## config.mk

```make
export PLATFORM = sky130hd
export DESIGN_NAME = scan_config_loader
export DESIGN_NICKNAME = d
export VERILOG_FILES = /design/src/rtl/scan_config_loader_pkg.sv /design/src/rtl/scan_config_loader.sv
export SDC_FILE = /design/constraint.sdc
export NUM_CORES = 1
export LEC_CHECK = 0
export BUFFER_PORTS_ARGS = -buffer_cell sky130_fd_sc_hd__clkbuf_2
export CORE_MARGIN = 2
export CORE_UTILIZATION = 25
export CTS_CLUSTER_DIAMETER = 100
export CTS_CLUSTER_SIZE = 40
export DETAILED_ROUTE_END_ITERATION = 10
export GPL_ROUTABILITY_DRIVEN = 0
export SYNTH_ARGS = -nofsm -noshare
export SYNTH_HDL_FRONTEND = slang
export SYNTH_SLANG_ARGS = --single-unit
```

## constraint.sdc

```tcl
create_clock -name clk -period 2.4 [get_ports clk]
set_input_delay 0.24 -clock clk [delete_from_list [all_inputs] [get_ports clk]]
set_output_delay 0.24 -clock clk [all_outputs]
set_load 0.05 [all_outputs]
```

## src/rtl/scan_config_loader_pkg.sv

```systemverilog
// scan_config_loader_pkg: shared loader FSM encoding and default bitstream/chain geometry
package scan_config_loader_pkg;
  localparam int WORD_WIDTH_DEF = 8;
  localparam int CHAIN_LEN_DEF = 12;
  typedef enum logic [1:0] {IDLE, LOAD, SHIFT, FINISH} state_t;
endpackage

```

## src/rtl/scan_config_loader.sv

```systemverilog
// scan_config_loader: streams bitstream words LSB first into a scan chain, stalling the chain between words
module scan_config_loader
  import scan_config_loader_pkg::*;
#(
  parameter int WORD_WIDTH = WORD_WIDTH_DEF,
  parameter int CHAIN_LEN = CHAIN_LEN_DEF,
  parameter int CNT_WIDTH = 16
) (
  input  logic                  clk,
  input  logic                  rst,
  input  logic                  start,
  input  logic                  abort,
  input  logic [WORD_WIDTH-1:0] word_in,
  input  logic                  word_valid,
  output logic                  word_ready,
  output logic                  scan_data,
  output logic                  scan_en,
  output logic                  busy,
  output logic                  done
);
  localparam int IW = WORD_WIDTH > 1 ? $clog2(WORD_WIDTH) : 1;
  state_t state, state_n;
  logic [CNT_WIDTH-1:0] cnt, cnt_n;
  logic [IW-1:0] idx, idx_n;
  logic [WORD_WIDTH-1:0] buf_q, buf_n;
  always_comb begin
    state_n = state;
    cnt_n = cnt;
    idx_n = idx;
    buf_n = buf_q;
    case (state)
      IDLE: if (start && !abort) begin
        state_n = LOAD;
        cnt_n = '0;
      end
      LOAD: if (abort) state_n = IDLE;
      else if (word_valid) begin
        buf_n = word_in;
        idx_n = '0;
        state_n = SHIFT;
      end
      SHIFT: begin
        cnt_n = cnt + 1'b1;
        idx_n = idx + 1'b1;
        state_n = abort ? IDLE
                : cnt == CNT_WIDTH'(CHAIN_LEN - 1) ? FINISH
                : idx == IW'(WORD_WIDTH - 1) ? LOAD : SHIFT;
      end
      default: state_n = IDLE;
    endcase
  end
  // chain outputs are registered from next-state so they line up with SHIFT cycles
  always_ff @(posedge clk or posedge rst) begin
    if (rst) begin
      state <= IDLE;
      cnt <= '0;
      idx <= '0;
      buf_q <= '0;
      scan_en <= 1'b0;
      scan_data <= 1'b0;
    end else begin
      state <= state_n;
      cnt <= cnt_n;
      idx <= idx_n;
      buf_q <= buf_n;
      scan_en <= state_n == SHIFT;
      scan_data <= state_n == SHIFT && buf_n[idx_n];
    end
  end
  assign word_ready = state == LOAD;
  assign busy = state == LOAD || state == SHIFT;
  assign done = state == FINISH;
endmodule

```

After elaboration in Yosys (flattened, before gate mapping)

Cells that the tools add are included.

Shift operators: 0
Bitwise operators: 0
Div/mod/pow operators: 0
Reductions and logical operators: 7
Equality and inequality tests: 7
$mul: 0
Mux-type cells: 17
$add $sub $neg: 2
Magnitude comparators: 1

Operator list:

| cell                  | number |
|---|---|
| $pmux 16 s2           | 1 |
| $mux 8                | 3 |
| $add 16x1->16 const B | 1 |
| $eq 16x4->1 const B   | 1 |
| $mux 16               | 1 |
| $mux 2                | 6 |
| $eq 2x2->1 const B    | 3 |
| $mux 3                | 2 |
| $pmux 2 s3            | 1 |
| $pmux 3 s2            | 1 |
| $lt 3x4->1 const B    | 1 |
| $add 3x1->3 const B   | 1 |
| $bmux 1 s3            | 1 |
| $eq 3x3->1 const B    | 1 |
| $eq 2x1->1 const B    | 1 |
| $logic_and 1x1->1     | 2 |
| $logic_not 2->1       | 1 |
| $ne 2x2->1 const B    | 1 |
| $reduce_and 2->1      | 1 |
| $reduce_bool 2->1     | 1 |
| $logic_not 1->1       | 1 |
| $logic_or 1x1->1      | 1 |
| $mux 1                | 1 |

Output and inout bits: 5
Flip-flop bits (word level): 31
Bits of input ports: 13
Memories kept: 0
Bits in latches: 0
Logic and storage cells: 40
Memory bits (read-only): 0
RAM bits: 0

Logic depth before layout (Yosys ltp)

Gate-level depths: netlist (run 1).

Depth after elaboration: 7
Gate-level depth with buffers: 8

Worst setup path before layout (run 1)

Ideal clock, no wire load.

Kind: reg2reg
Start: register state[1]
End: register scan_data
Setup slack: 19 ps
Arrival time: 2262 ps
Stages on the path, launching flop included: 9
Clock period less this slack: 2381 ps
Buffers on the path: 0
Path through: dfrtp_1 inv_1 ha_1 nor2b_1 a311oi_4 mux2_2 inv_1 o22ai_1 o21a_1

Longest elaborated chain between the ends: 5
Elaborated cells between the ends (all ways): 13

Ends and longest elaborated chain:

| element                                                           | line                                               | RTL |
|---|---|---|
| start: declaration                                                | scan_config_loader.sv:22                           | `state_t state, state_n;` |
| start signal: assignment                                          | scan_config_loader.sv:62                           | `state <= state_n;` |
| $eq 2x2->1 (tied with other cells)                                | scan_config_loader.sv:31                           | `case (state)` |
| $pmux 3 s2 (tied with other cells)                                | scan_config_loader.sv:31                           |  |
| $bmux 1 s3 / $pmux 2 s3 (equally long branches)                   | scan_config_loader.sv:67, scan_config_loader.sv:31 |  |
| $mux 1 (not written as such) / $eq 2x2->1 (equally long branches) | scan_config_loader.sv:67                           | `scan_data <= state_n == SHIFT && buf_n[idx_n];` |
| $logic_and 1x1->1 (*)                                             | scan_config_loader.sv:67                           |  |
| end signal: assignment                                            | scan_config_loader.sv:67                           |  |
| end: declaration                                                  | scan_config_loader.sv:16                           | `output logic scan_data,` |

Mark *: on every way between the ends. The rest lies on a longest branch, timed or not. The select of a mux whose other input is x is not followed.
A chain may end at the register's enable or synchronous reset.

Worst setup path after layout (run 1)

Ends and elaborated chain as after synthesis.

==> impl_results.html, run 1 <==
<table>
<tr><th>Metric</th><th>Value</th></tr>
<tr><th colspan="2">Clock tree</th></tr>
<tr><td>Clk sinks</td><td>31</td></tr>
<tr><td>Root buffer selected by CTS</td><td>sky130_fd_sc_hd__clkbuf_8</td></tr>
<tr><td>Clock transition at the register clock pins on the worst setup and hold paths after CTS</td><td>0.07 ns</td></tr>
<tr><td>Post-CTS setup buffer count</td><td>0</td></tr>
<tr><td>Maximum count of clock buffers along a single path</td><td>2</td></tr>
<tr><td>TritonCTS clock tree</td><td>yes</td></tr>
<tr><td>Number of clock buffers inserted by TritonCTS</td><td>5</td></tr>
<tr><td>Worst skew pair latency</td><td>0.27 ns</td></tr>
<tr><td>CTS Hold Buffers Added</td><td>0</td></tr>
<tr><td>Clock H-tree levels</td><td>2</td></tr>
<tr><td>Post-cts repair resize count</td><td>0</td></tr>
<tr><th colspan="2">Critical path</th></tr>
<tr><td>Crit path capture type</td><td>flip-flop</td></tr>
<tr><td>Worst setup slack for register-to-register paths</td><td>0.19 ns</td></tr>
<tr><td>R2r worst-path depth</td><td>8</td></tr>
<tr><td>Type of origin of the critical path</td><td>flip-flop</td></tr>
<tr><td>CP max stage delay</td><td>0.40 ns</td></tr>
<tr><td>Data required time of the worst path</td><td>2.56 ns</td></tr>
<tr><td>Slowest stage cell on the critical path</td><td>sky130_fd_sc_hd__dfrtp_1</td></tr>
<tr><td>Library cell appearing most often on the critical path</td><td>sky130_fd_sc_hd__inv_1</td></tr>
<tr><td>Worst-path cell chain</td><td>inv_1 -&gt; ha_1 -&gt; and3_1 -&gt; a311oi_4 -&gt; mux2_2 -&gt; inv_1 -&gt; o22ai_1 -&gt; o21a_1</td></tr>
<tr><td>Reg2reg end</td><td>scan_data$_DFF_PP0_</td></tr>
<tr><td>Arrival time reported for the critical path endpoint</td><td>2.36 ns</td></tr>
<tr><td>Reg-to-Reg Start</td><td>state[1]$_DFF_PP0_</td></tr>
<tr><td>Worst setup path class</td><td>flip-flop to flip-flop</td></tr>
<tr><td>Largest driver fanout on the critical path</td><td>5</td></tr>
<tr><th colspan="2">Routing</th></tr>
<tr><td>Drt first-iter violations</td><td>28</td></tr>
<tr><td>Number of iterations in the first detailed-routing pass</td><td>4</td></tr>
<tr><td>Post-Route WL</td><td>3170 um</td></tr>
<tr><td>Detailed-route vias per instance</td><td>4.67</td></tr>
<tr><td>Routed WL per cell</td><td>11.7 um</td></tr>
<tr><td>DRC violations left</td><td>0</td></tr>
<tr><td>ANT nets after route</td><td>0</td></tr>
<tr><td>Via count</td><td>1265</td></tr>
<tr><th colspan="2">Logic synthesis</th></tr>
<tr><td>Ys Warns</td><td>0</td></tr>
<tr><td>Average cell area after synthesis</td><td>10.1 um2</td></tr>
<tr><td>Portion of synthesized cell area occupied by the leading cell type</td><td>0.461</td></tr>
<tr><td>Count of mapped cells out of synthesis</td><td>166</td></tr>
<tr><td>Number of distinct library cells after synthesis</td><td>41</td></tr>
<tr><td>Most area-consuming cells after synthesis</td><td>sky130_fd_sc_hd__dfrtp_1 (46%), sky130_fd_sc_hd__mux2_2 (6.0%), sky130_fd_sc_hd__ha_1 (5.2%)</td></tr>
<tr><td>Number of enable flip-flop cells after synthesis</td><td>0</td></tr>
<tr><td>Largest area contributor in the netlist</td><td>sky130_fd_sc_hd__dfrtp_1</td></tr>
<tr><td>Syn_nets</td><td>186</td></tr>
<tr><td>Share of synthesized area occupied by flip-flops and latches</td><td>0.461</td></tr>
<tr><td>#FFs+latches synth</td><td>31</td></tr>
<tr><td>Cell Area, Synth</td><td>1680 um2</td></tr>
<tr><td>Synth Flop Type</td><td>sky130_fd_sc_hd__dfrtp_1</td></tr>
<tr><td>Async set-or-reset flop fraction in the synthesized netlist</td><td>1.00</td></tr>
<tr><th colspan="2">Timing</th></tr>
<tr><td>Number of hold-slack violations in the final timing report</td><td>0</td></tr>
<tr><td>Maximum clock frequency</td><td>0.453 GHz</td></tr>
<tr><td>Worst slew slack as a fraction of its limit</td><td>0.703</td></tr>
<tr><td>Final critical delay including setup and external delays</td><td>2.21 ns</td></tr>
<tr><td>Number of endpoints failing setup at the final stage</td><td>0</td></tr>
<tr><td>Post-route fraction of the period consumed by the critical path</td><td>0.919</td></tr>
<tr><td>Max-slew violation count</td><td>0</td></tr>
<tr><td>Unrepaired setup endpoints after global routing</td><td>false</td></tr>
<tr><td>Worst clock skew</td><td>0.00523 ns</td></tr>
<tr><td>Smallest hold slack</td><td>0.0157 ns</td></tr>
<tr><td>Setup TNS Final</td><td>0 ns</td></tr>
<tr><td>Slew at the pin closest to its max-slew limit</td><td>0.446 ns</td></tr>
<tr><th colspan="2">Run</th></tr>
<tr><td>Max-capacitance violation count</td><td>0</td></tr>
<tr><th colspan="2">Power</th></tr>
<tr><td>Areal power density over the cells</td><td>1050 nW/um2</td></tr>
<tr><td>Peak supply drop</td><td>0.830 mV</td></tr>
<tr><td>Leakage power of the design</td><td>0.941 nW</td></tr>
<tr><th colspan="2">Floorplan</th></tr>
<tr><td>Ports</td><td>18</td></tr>
<tr><td>Placement Rows</td><td>29</td></tr>
<tr><td>Die Width</td><td>86.1 um</td></tr>
<tr><td>DIE AREA</td><td>7410 um2</td></tr>
<tr><td>Effective utilization at floorplan</td><td>0.262</td></tr>
<tr><td>Die H</td><td>86.1 um</td></tr>
<tr><td>Placeable core region</td><td>6420 um2</td></tr>
<tr><th colspan="2">Place</th></tr>
<tr><td>Port Buf Inserts</td><td>17</td></tr>
<tr><td>Post-detail-place hpwl</td><td>2420 um</td></tr>
<tr><th colspan="2">GRT</th></tr>
<tr><td>Antenna violations before repair</td><td>0</td></tr>
<tr><td>Vias in the first global route</td><td>1248</td></tr>
<tr><td>Largest net degree at the start of global routing</td><td>32</td></tr>
<tr><td>Global-route total usage across every layer</td><td>0.0959</td></tr>
<tr><td>Overall overflow remaining after global route</td><td>0</td></tr>
<tr><td>First-pass GRT wire length</td><td>5670 um</td></tr>
<tr><th colspan="2">Final layout</th></tr>
<tr><td>Number of inserted diodes</td><td>0</td></tr>
<tr><td>Number of nets in the layout</td><td>214</td></tr>
<tr><td>Synth-to-layout area growth</td><td>18.2%</td></tr>
<tr><td>Layout cells sized above 1</td><td>0.227</td></tr>
<tr><th colspan="2">Outcome</th></tr>
<tr><td>Status</td><td>finished clean</td></tr>
<tr><th colspan="2">Worst hold path</th></tr>
<tr><td>Class of the most critical hold timing path</td><td>primary input to asynchronous set/reset pin</td></tr>
</table>
## layer usage
metal / vias up / track usage / share of wire / wire length (um)
met3: 2 / 0.0298 / 0.044 / 140
met2: 27 / 0.153 / 0.46 / 1470
li1: 643 / - / - / -
met4: 0 / 0.0260 / 0.0044 / 14
met1: 593 / 0.126 / 0.49 / 1540
met5: - / 0 / 0 / 0
## worst max-delay path: cells and delay by family (launching register included)
kind	cells	cell delay (ns)
buffers and inverters	2	0.15
flip-flops	1	0.40
AND/OR/NAND/NOR	1	0.21
multiplexers	1	0.38
adder cells (fa/ha/maj)	1	0.33
AO/OA/AOI/OAI	3	0.62
## cell usage after synthesis (2+ instances only)
master,instances
sky130_fd_sc_hd__nor2b_1,5
sky130_fd_sc_hd__xor2_1,8
sky130_fd_sc_hd__xnor2_1,2
sky130_fd_sc_hd__nand2_1,13
sky130_fd_sc_hd__inv_1,8
sky130_fd_sc_hd__nor2_1,17
sky130_fd_sc_hd__a2111oi_0,2
sky130_fd_sc_hd__ha_1,7
sky130_fd_sc_hd__a21oi_1,8
sky130_fd_sc_hd__or3_1,4
sky130_fd_sc_hd__nor3_1,2
sky130_fd_sc_hd__a31oi_1,2
sky130_fd_sc_hd__nand4_1,2
sky130_fd_sc_hd__o21ai_0,7
sky130_fd_sc_hd__mux2i_1,3
sky130_fd_sc_hd__nor4_1,2
sky130_fd_sc_hd__nand2b_1,4
sky130_fd_sc_hd__dfrtp_1,31
sky130_fd_sc_hd__nand3_1,6
sky130_fd_sc_hd__mux2_2,9
sky130_fd_sc_hd__clkbuf_1,2
sky130_fd_sc_hd__and3_1,3
## area by class of cell
type,count,area (um2)
Clock buffer,6,82.6
Clock inverter,1,5.00
Fill cell,654,4430
Inverter,8,30.0
Multi-Input combinational cell,125,871
Sequential cell,31,776
Tap cell,77,96.3
Timing Repair Buffer,23,130
## cells in the final DEF (no fill, tap or decap), types with 7 or more instances in the layout
master,synthesis,layout
sky130_fd_sc_hd__nor2_1,17,17
sky130_fd_sc_hd__a21oi_1,8,8
sky130_fd_sc_hd__nand2_1,13,13
sky130_fd_sc_hd__ha_1,7,7
sky130_fd_sc_hd__xor2_1,8,8
sky130_fd_sc_hd__o21ai_0,7,7
sky130_fd_sc_hd__mux2_2,9,9
sky130_fd_sc_hd__dfrtp_1,31,31
sky130_fd_sc_hd__clkbuf_2,0,17
sky130_fd_sc_hd__inv_1,8,8
## sequential cells by signal, indices dropped and copies added, names as in the netlist
name       cells
buf_q          8
cnt           16
idx            3
scan_data      1
scan_en        1
state          2
## worst max path at each step
| stage | cells past startpoint | endpoint | slack [ns] | startpoint |
|---|---|---|---|---|
| CTS | 8 | scan_data$_DFF_PP0_ | 0.19 | state[1]$_DFF_PP0_ |
| detailed placement | 8 | scan_data$_DFF_PP0_ | 0.21 | state[1]$_DFF_PP0_ |
| global route | 8 | scan_data$_DFF_PP0_ | 0.08 | state[1]$_DFF_PP0_ |
| finish | 8 | scan_data$_DFF_PP0_ | 0.19 | state[1]$_DFF_PP0_ |
| global placement | 8 | scan_data$_DFF_PP0_ | 0.28 | state[0]$_DFF_PP0_ |
| floorplan | 8 | scan_data$_DFF_PP0_ | 0.02 | state[1]$_DFF_PP0_ |
## logic make-up (layout without fill, tap and decap cells)
group / after synthesis / count (layout) / share of synthesized area
and+or+nand+nor: 65 / 65 / 0.205
muxes: 12 / 12 / 0.0780
xor gates and xnor gates: 10 / 10 / 0.0520
buffers and inverters: 10 / 38 / 0.0223
adders and majority gates: 7 / 7 / 0.0520
DFF: 31 / 31 / 0.461
AOI/OAI and AO/OA: 31 / 31 / 0.130
## power breakdown
part	leakage [nW]	switching (W)	total (W)	internal, W
Sequential	0.412	0.0000721	0.000723	0.000651
Clock	0.0470	0.000182	0.000406	0.000225
Combinational	0.482	0.000579	0.000952	0.000373
Total	0.941	0.000833	0.00208	0.00125
## per-stage QoR
step / std cells / worst slack [ns] / utilization / instance area, um2 / total power [W]
6_report: 271 / 0.195 / 0.310 / 1990 / 0.00208
5_1_grt: 271 / 0.0831 / 0.310 / 1990 / 0.00225
4_1_cts: 271 / 0.187 / 0.310 / 1990 / 0.00211
3_5_place_dp: 264 / 0.211 / 0.296 / 1900 / 0.00169
3_3_place_gp: 264 / 0.281 / 0.296 / 1900 / 0.00167
2_1_floorplan: 166 / 0.0189 / - / 1680 / 0.00144
(Power assumes the default switching activity.)
==> inputs of run 2 (changes only) <==
- CTS_CLUSTER_SIZE: 40 -> 24
- GPL_TIMING_DRIVEN: not set -> 0
==> impl_results.html, run 2 (synthesized netlist as in run 1, its figures left out) <==
<table>
<tr><th>Metric</th><th>Value</th></tr>
<tr><th colspan="2">Final layout</th></tr>
<tr><td>Number of inserted diodes</td><td>0</td></tr>
<tr><td>Register containing the most flip-flops in the final layout</td><td>cnt</td></tr>
<tr><td>Synth-to-layout area growth</td><td>18.9%</td></tr>
<tr><td>Biggest regs</td><td>cnt x16, buf_q x8, idx x3</td></tr>
<tr><td>Number of flip-flops in the largest register</td><td>16</td></tr>
<tr><td>Storage cell area</td><td>776 um2</td></tr>
<tr><td>Layout cells sized above 1</td><td>0.211</td></tr>
<tr><td>Multi-input gate area in the final layout</td><td>875 um2</td></tr>
<tr><td>Commonest cells after routing, fill and taps aside</td><td>sky130_fd_sc_hd__dfrtp_1 (31), sky130_fd_sc_hd__nor2_1 (17), sky130_fd_sc_hd__clkbuf_2 (17), sky130_fd_sc_hd__nand2_1 (13), sky130_fd_sc_hd__mux2_2 (9)</td></tr>
<tr><td>Number of nets in the layout</td><td>215</td></tr>
<tr><td>Utilization after layout</td><td>0.312</td></tr>
<tr><td>Most common cell after layout, fill and taps aside</td><td>sky130_fd_sc_hd__dfrtp_1</td></tr>
<tr><td>Total of fill cells in the finished design</td><td>658</td></tr>
<tr><th colspan="2">Timing</th></tr>
<tr><td>Unrepaired setup endpoints after global routing</td><td>false</td></tr>
<tr><td>Worst slew slack as a fraction of its limit</td><td>0.629</td></tr>
<tr><td>Number of hold-slack violations in the final timing report</td><td>0</td></tr>
<tr><td>Maximum clock frequency</td><td>0.442 GHz</td></tr>
<tr><td>Setup TNS Final</td><td>0 ns</td></tr>
<tr><td>Final critical delay including setup and external delays</td><td>2.26 ns</td></tr>
<tr><td>Worst clock skew</td><td>0.00707 ns</td></tr>
<tr><td>Max-slew violation count</td><td>0</td></tr>
<tr><td>Number of endpoints failing setup at the final stage</td><td>0</td></tr>
<tr><td>Slew at the pin closest to its max-slew limit</td><td>0.556 ns</td></tr>
<tr><td>Post-route fraction of the period consumed by the critical path</td><td>0.943</td></tr>
<tr><th colspan="2">Power</th></tr>
<tr><td>Peak supply drop</td><td>0.814 mV</td></tr>
<tr><td>Areal power density over the cells</td><td>1020 nW/um2</td></tr>
<tr><td>Leakage power of the design</td><td>0.928 nW</td></tr>
<tr><th colspan="2">Clock tree</th></tr>
<tr><td>Maximum count of clock buffers along a single path</td><td>2</td></tr>
<tr><td>Clk sinks</td><td>31</td></tr>
<tr><td>Clock H-tree levels</td><td>2</td></tr>
<tr><td>Number of clock buffers inserted by TritonCTS</td><td>5</td></tr>
<tr><td>Worst skew pair latency</td><td>0.28 ns</td></tr>
<tr><td>TritonCTS clock tree</td><td>yes</td></tr>
<tr><td>Clock transition at the register clock pins on the worst setup and hold paths after CTS</td><td>0.06 ns</td></tr>
<tr><td>Root buffer selected by CTS</td><td>sky130_fd_sc_hd__clkbuf_8</td></tr>
<tr><th colspan="2">Floorplan</th></tr>
<tr><td>DIE AREA</td><td>7410 um2</td></tr>
<tr><td>Die Width</td><td>86.1 um</td></tr>
<tr><td>Ports</td><td>18</td></tr>
<tr><td>Placement Rows</td><td>29</td></tr>
<tr><td>Effective utilization at floorplan</td><td>0.262</td></tr>
<tr><td>Placeable core region</td><td>6420 um2</td></tr>
<tr><td>Die H</td><td>86.1 um</td></tr>
<tr><th colspan="2">Worst hold path</th></tr>
<tr><td>Hold Crit Start</td><td>word_in[3]</td></tr>
<tr><td>Depth of the worst hold-timing path</td><td>2</td></tr>
<tr><td>Class of the most critical hold timing path</td><td>primary input to flip-flop</td></tr>
<tr><td>End of the worst hold path</td><td>buf_q[3]$_DFF_PP0_</td></tr>
<tr><th colspan="2">Critical path</th></tr>
<tr><td>Type of origin of the critical path</td><td>flip-flop</td></tr>
<tr><td>Worst setup slack for register-to-register paths</td><td>0.14 ns</td></tr>
<tr><td>Largest driver fanout on the critical path</td><td>9</td></tr>
<tr><td>Crit path capture type</td><td>flip-flop</td></tr>
<tr><td>Reg2reg end</td><td>scan_data$_DFF_PP0_</td></tr>
<tr><td>Crit path from</td><td>state[1]$_DFF_PP0_</td></tr>
<tr><td>Reg-to-Reg Start</td><td>state[1]$_DFF_PP0_</td></tr>
<tr><td>Worst setup path class</td><td>flip-flop to flip-flop</td></tr>
<tr><td>Data required time of the worst path</td><td>2.56 ns</td></tr>
<tr><td>Arrival time reported for the critical path endpoint</td><td>2.43 ns</td></tr>
<tr><td>R2r worst-path depth</td><td>9</td></tr>
<tr><th colspan="2">Routing</th></tr>
<tr><td>Drt first-iter violations</td><td>44</td></tr>
<tr><td>Via count</td><td>1265</td></tr>
<tr><td>Routed WL per cell</td><td>12.1 um</td></tr>
<tr><td>ANT nets after route</td><td>0</td></tr>
<tr><td>Detailed-route vias per instance</td><td>4.67</td></tr>
<tr><td>Number of iterations in the first detailed-routing pass</td><td>4</td></tr>
<tr><td>Post-Route WL</td><td>3270 um</td></tr>
<tr><td>DRC violations left</td><td>0</td></tr>
<tr><th colspan="2">GRT</th></tr>
<tr><td>Overall overflow remaining after global route</td><td>0</td></tr>
<tr><td>Largest net degree at the start of global routing</td><td>32</td></tr>
<tr><td>First-pass GRT wire length</td><td>5730 um</td></tr>
<tr><td>Antenna violations before repair</td><td>0</td></tr>
<tr><td>Global-route total usage across every layer</td><td>0.0985</td></tr>
<tr><td>Vias in the first global route</td><td>1240</td></tr>
<tr><th colspan="2">Outcome</th></tr>
<tr><td>Status</td><td>finished clean</td></tr>
<tr><th colspan="2">Run</th></tr>
<tr><td>Max-capacitance violation count</td><td>0</td></tr>
<tr><th colspan="2">Place</th></tr>
<tr><td>Post-detail-place hpwl</td><td>2430 um</td></tr>
<tr><td>Port Buf Inserts</td><td>17</td></tr>
</table>
## run 2: cell count changes in the layout (fill, tap and decap cells not counted)
cell                            delta
sky130_fd_sc_hd__clkinv_2          -1
sky130_fd_sc_hd__inv_1             -1
sky130_fd_sc_hd__ha_1              -1
sky130_fd_sc_hd__clkbuf_8          -1
sky130_fd_sc_hd__clkbuf_1          +3
sky130_fd_sc_hd__clkinv_1          +1
sky130_fd_sc_hd__ha_2              +1
sky130_fd_sc_hd__a2111oi_0         -1
sky130_fd_sc_hd__a2111oi_1         +1
sky130_fd_sc_hd__buf_4             -3
sky130_fd_sc_hd__buf_16            +1
sky130_fd_sc_hd__dlygate4sd3_1     +1
## run 2: metal layers
| metal | GRT usage | vias up | wire [um] |
|---|---|---|---|
| met5 | 0 | - | 0 |
| met4 | 0.0260 | 0 | 38 |
| met3 | 0.0318 | 5 | 104 |
| met2 | 0.156 | 17 | 1560 |
| met1 | 0.130 | 598 | 1570 |
| li1 | - | 645 | - |
## run 2: repair_timing
item,4_1_cts,5_1_grt
gates resized for setup,0,2
buffers inserted,0,3
hold buffers,0,1
endpoints found under the hold margin,0,10
setup endpoints to repair,0,1
## run 2: worst max path at each step
stage                          end  slack [ns]  cells after the start
2_1_floorplan  scan_data$_DFF_PP0_        0.02                      8
3_5_place_dp   scan_data$_DFF_PP0_        0.10                      8
3_3_place_gp   scan_data$_DFF_PP0_        0.11                      8
5_1_grt        scan_data$_DFF_PP0_        0.04                      9
6_report       scan_data$_DFF_PP0_        0.14                      9
4_1_cts        scan_data$_DFF_PP0_        0.08                      8
## run 2: area by class of cell
class,instances,area share
multi-input cells,125,0.437
clock buffers,6,0.0363
well taps,77,0.0481
inverters,8,0.0150
plain buffers,2,0.00375
flip-flops and latches,31,0.388
repair buffers,22,0.0725
## run 2: power by group
group / switching [W] / leakage [nW] / total, W / internal [W]
Combinational: 0.000581 / 0.480 / 0.000951 / 0.000370
Sequential: 0.0000760 / 0.412 / 0.000728 / 0.000652
Clock: 0.000174 / 0.0371 / 0.000366 / 0.000193
Total: 0.000830 / 0.928 / 0.00205 / 0.00121
## run 2: worst max-delay path, cell delays in order (launching register included)
cell and delay [ns]:
sky130_fd_sc_hd__dfrtp_1 0.41, sky130_fd_sc_hd__inv_1 0.12, sky130_fd_sc_hd__ha_2 0.34, sky130_fd_sc_hd__and3_1 0.21, sky130_fd_sc_hd__a311oi_4 0.28, sky130_fd_sc_hd__buf_4 0.18, sky130_fd_sc_hd__mux2_2 0.32, sky130_fd_sc_hd__inv_1 0.05
sky130_fd_sc_hd__o22ai_1 0.05, sky130_fd_sc_hd__o21a_1 0.17
## run 2: through the flow
stage               cell area (um2)  instances  total power [W]  setup WS, ns  hold slack (ns)
detailed placement             1870        260          0.00164         0.104            0.485
CTS                            1940        266          0.00202        0.0764            0.210
global route                   2000        271          0.00222        0.0396            0.214
floorplan                      1680        166          0.00144        0.0189            0.344
finish                         2000        271          0.00205         0.136            0.214
global placement               1870        260          0.00162         0.106            0.476
==> inputs of run 3 (changes only) <==
- CORE_MARGIN: 2 -> 1.5
==> impl_results.html, run 3 (synthesized netlist as in run 1, its figures left out) <==
<table>
<tr><th>Metric</th><th>Value</th></tr>
<tr><th colspan="2">Outcome</th></tr>
<tr><td>Status</td><td>finished clean</td></tr>
<tr><th colspan="2">Clock tree</th></tr>
<tr><td>Maximum count of clock buffers along a single path</td><td>2</td></tr>
<tr><td>TritonCTS clock tree</td><td>yes</td></tr>
<tr><td>Clock transition at the register clock pins on the worst setup and hold paths after CTS</td><td>0.07 ns</td></tr>
<tr><td>Worst skew pair latency</td><td>0.29 ns</td></tr>
<tr><td>Root buffer selected by CTS</td><td>sky130_fd_sc_hd__clkbuf_8</td></tr>
<tr><td>Clk sinks</td><td>31</td></tr>
<tr><td>Number of clock buffers inserted by TritonCTS</td><td>5</td></tr>
<tr><td>Clock H-tree levels</td><td>2</td></tr>
<tr><td>Post-cts repair resize count</td><td>0</td></tr>
<tr><th colspan="2">Floorplan</th></tr>
<tr><td>Ports</td><td>18</td></tr>
<tr><td>Die Width</td><td>85.1 um</td></tr>
<tr><td>Die H</td><td>85.1 um</td></tr>
<tr><td>Effective utilization at floorplan</td><td>0.262</td></tr>
<tr><td>Placeable core region</td><td>6420 um2</td></tr>
<tr><td>Placement Rows</td><td>29</td></tr>
<tr><td>DIE AREA</td><td>7240 um2</td></tr>
<tr><th colspan="2">Final layout</th></tr>
<tr><td>Most common cell after layout, fill and taps aside</td><td>sky130_fd_sc_hd__dfrtp_1</td></tr>
<tr><td>Synth-to-layout area growth</td><td>19.1%</td></tr>
<tr><td>Number of inserted diodes</td><td>0</td></tr>
<tr><td>Number of nets in the layout</td><td>214</td></tr>
<tr><td>Layout cells sized above 1</td><td>0.211</td></tr>
<tr><td>Storage cell area</td><td>776 um2</td></tr>
<tr><td>Multi-input gate area in the final layout</td><td>871 um2</td></tr>
<tr><td>Biggest regs</td><td>cnt x16, buf_q x8, idx x3</td></tr>
<tr><td>Commonest cells after routing, fill and taps aside</td><td>sky130_fd_sc_hd__dfrtp_1 (31), sky130_fd_sc_hd__nor2_1 (17), sky130_fd_sc_hd__clkbuf_2 (17), sky130_fd_sc_hd__nand2_1 (13), sky130_fd_sc_hd__mux2_2 (9)</td></tr>
<tr><td>Utilization after layout</td><td>0.312</td></tr>
<tr><td>Number of flip-flops in the largest register</td><td>16</td></tr>
<tr><td>Register containing the most flip-flops in the final layout</td><td>cnt</td></tr>
<tr><td>Total of fill cells in the finished design</td><td>657</td></tr>
<tr><th colspan="2">Routing</th></tr>
<tr><td>Detailed-route vias per instance</td><td>4.73</td></tr>
<tr><td>Drt first-iter violations</td><td>114</td></tr>
<tr><td>Via count</td><td>1282</td></tr>
<tr><td>Number of iterations in the first detailed-routing pass</td><td>4</td></tr>
<tr><td>Post-Route WL</td><td>3280 um</td></tr>
<tr><td>ANT nets after route</td><td>0</td></tr>
<tr><td>DRC violations left</td><td>0</td></tr>
<tr><td>Routed WL per cell</td><td>12.1 um</td></tr>
<tr><th colspan="2">Critical path</th></tr>
<tr><td>R2r worst-path depth</td><td>9</td></tr>
<tr><td>End point of the critical path</td><td>scan_data$_DFF_PP0_</td></tr>
<tr><td>Arrival time reported for the critical path endpoint</td><td>2.50 ns</td></tr>
<tr><td>Data required time of the worst path</td><td>2.57 ns</td></tr>
<tr><td>Type of origin of the critical path</td><td>flip-flop</td></tr>
<tr><td>Reg2reg end</td><td>scan_data$_DFF_PP0_</td></tr>
<tr><td>Largest driver fanout on the critical path</td><td>9</td></tr>
<tr><td>Worst setup path class</td><td>flip-flop to flip-flop</td></tr>
<tr><td>Crit path from</td><td>state[0]$_DFF_PP0_</td></tr>
<tr><td>Reg-to-Reg Start</td><td>state[0]$_DFF_PP0_</td></tr>
<tr><td>Crit path capture type</td><td>flip-flop</td></tr>
<tr><td>Worst setup slack for register-to-register paths</td><td>0.08 ns</td></tr>
<tr><th colspan="2">Timing</th></tr>
<tr><td>Final critical delay including setup and external delays</td><td>2.32 ns</td></tr>
<tr><td>Number of endpoints failing setup at the final stage</td><td>0</td></tr>
<tr><td>Maximum clock frequency</td><td>0.430 GHz</td></tr>
<tr><td>Worst clock skew</td><td>0.00780 ns</td></tr>
<tr><td>Post-route fraction of the period consumed by the critical path</td><td>0.968</td></tr>
<tr><td>Setup TNS Final</td><td>0 ns</td></tr>
<tr><td>Worst slew slack as a fraction of its limit</td><td>0.473</td></tr>
<tr><td>Max-slew violation count</td><td>0</td></tr>
<tr><td>Setup ws final</td><td>0.0771 ns</td></tr>
<tr><td>Slew at the pin closest to its max-slew limit</td><td>0.770 ns</td></tr>
<tr><td>Number of hold-slack violations in the final timing report</td><td>0</td></tr>
<tr><th colspan="2">Place</th></tr>
<tr><td>Post-place setup slack</td><td>0.0948 ns</td></tr>
<tr><td>Port Buf Inserts</td><td>17</td></tr>
<tr><td>Post-detail-place hpwl</td><td>2390 um</td></tr>
<tr><th colspan="2">GRT</th></tr>
<tr><td>Antenna violations before repair</td><td>0</td></tr>
<tr><td>Global-route total usage across every layer</td><td>0.0999</td></tr>
<tr><td>Vias in the first global route</td><td>1207</td></tr>
<tr><td>First-pass GRT wire length</td><td>5630 um</td></tr>
<tr><td>Largest net degree at the start of global routing</td><td>32</td></tr>
<tr><td>Overall overflow remaining after global route</td><td>0</td></tr>
<tr><th colspan="2">Power</th></tr>
<tr><td>Leakage power of the design</td><td>0.935 nW</td></tr>
<tr><td>Peak supply drop</td><td>1.04 mV</td></tr>
<tr><td>Areal power density over the cells</td><td>1040 nW/um2</td></tr>
<tr><td>Total power consumption of the routed design</td><td>0.00208 W</td></tr>
<tr><th colspan="2">Worst hold path</th></tr>
<tr><td>Class of the most critical hold timing path</td><td>primary input to flip-flop</td></tr>
<tr><th colspan="2">Run</th></tr>
<tr><td>Max-capacitance violation count</td><td>0</td></tr>
</table>
-- run 3: per-layer routing --
layer	share of wire	global-route usage
met1	0.50	0.134
met2	0.44	0.149
met3	0.034	0.0243
met4	0.022	0.0522
met5	0	0
-- run 3: critical path: stages, from the launching register on --
cell,delay [ns]
sky130_fd_sc_hd__dfrtp_1,0.38
sky130_fd_sc_hd__inv_1,0.10
sky130_fd_sc_hd__ha_1,0.43
sky130_fd_sc_hd__and3_1,0.24
sky130_fd_sc_hd__a311oi_4,0.25
sky130_fd_sc_hd__buf_4,0.19
sky130_fd_sc_hd__mux2_2,0.33
sky130_fd_sc_hd__inv_1,0.05
sky130_fd_sc_hd__o22ai_1,0.05
sky130_fd_sc_hd__o21a_1,0.18
-- run 3: power breakdown --
part | internal [W] | total (W) | switching (W) | leakage (nW)
sequential | 0.000651 | 0.000725 | 0.0000734 | 0.412
clock | 0.000225 | 0.000422 | 0.000197 | 0.0470
combinational | 0.000350 | 0.000930 | 0.000579 | 0.476
total | 0.00123 | 0.00208 | 0.000850 | 0.935
-- run 3: timing repair --
action	in CTS	in global routing
buffers inserted	0	2
hold endpoints to repair	0	11
endpoints found under the setup margin	0	1
hold buffers	0	1
-- run 3: layout make-up --
type                            instances  share of cell area
Clock buffer                            6              0.0412
Multi-Input combinational cell        125               0.434
Buffer                                  2             0.00374
Inverter                                8              0.0150
Clock inverter                          1             0.00250
Tap cell                               77              0.0480
Timing Repair Buffer                   21              0.0686
Sequential cell                        31               0.387
-- run 3: how the worst min path moves through the flow --
stage | start | to | cells after the start
floorplan | rst | buf_q[0]$_DFF_PP0_ | 1
global placement | buf_q[3]$_DFF_PP0_ | buf_q[3]$_DFF_PP0_ | 1
detailed placement | buf_q[2]$_DFF_PP0_ | buf_q[2]$_DFF_PP0_ | 1
CTS | word_in[2] | buf_q[2]$_DFF_PP0_ | 2
global route | word_in[6] | buf_q[6]$_DFF_PP0_ | 2
finish | word_in[2] | buf_q[2]$_DFF_PP0_ | 2
-- run 3: through the flow --
stage	instances	hold slack [ns]	instance area, um2
6_report	271	0.203	2010
5_1_grt	271	0.208	2010
4_1_cts	267	0.195	1950
3_5_place_dp	260	0.486	1870
3_3_place_gp	260	0.476	1870
2_1_floorplan	166	0.344	1680
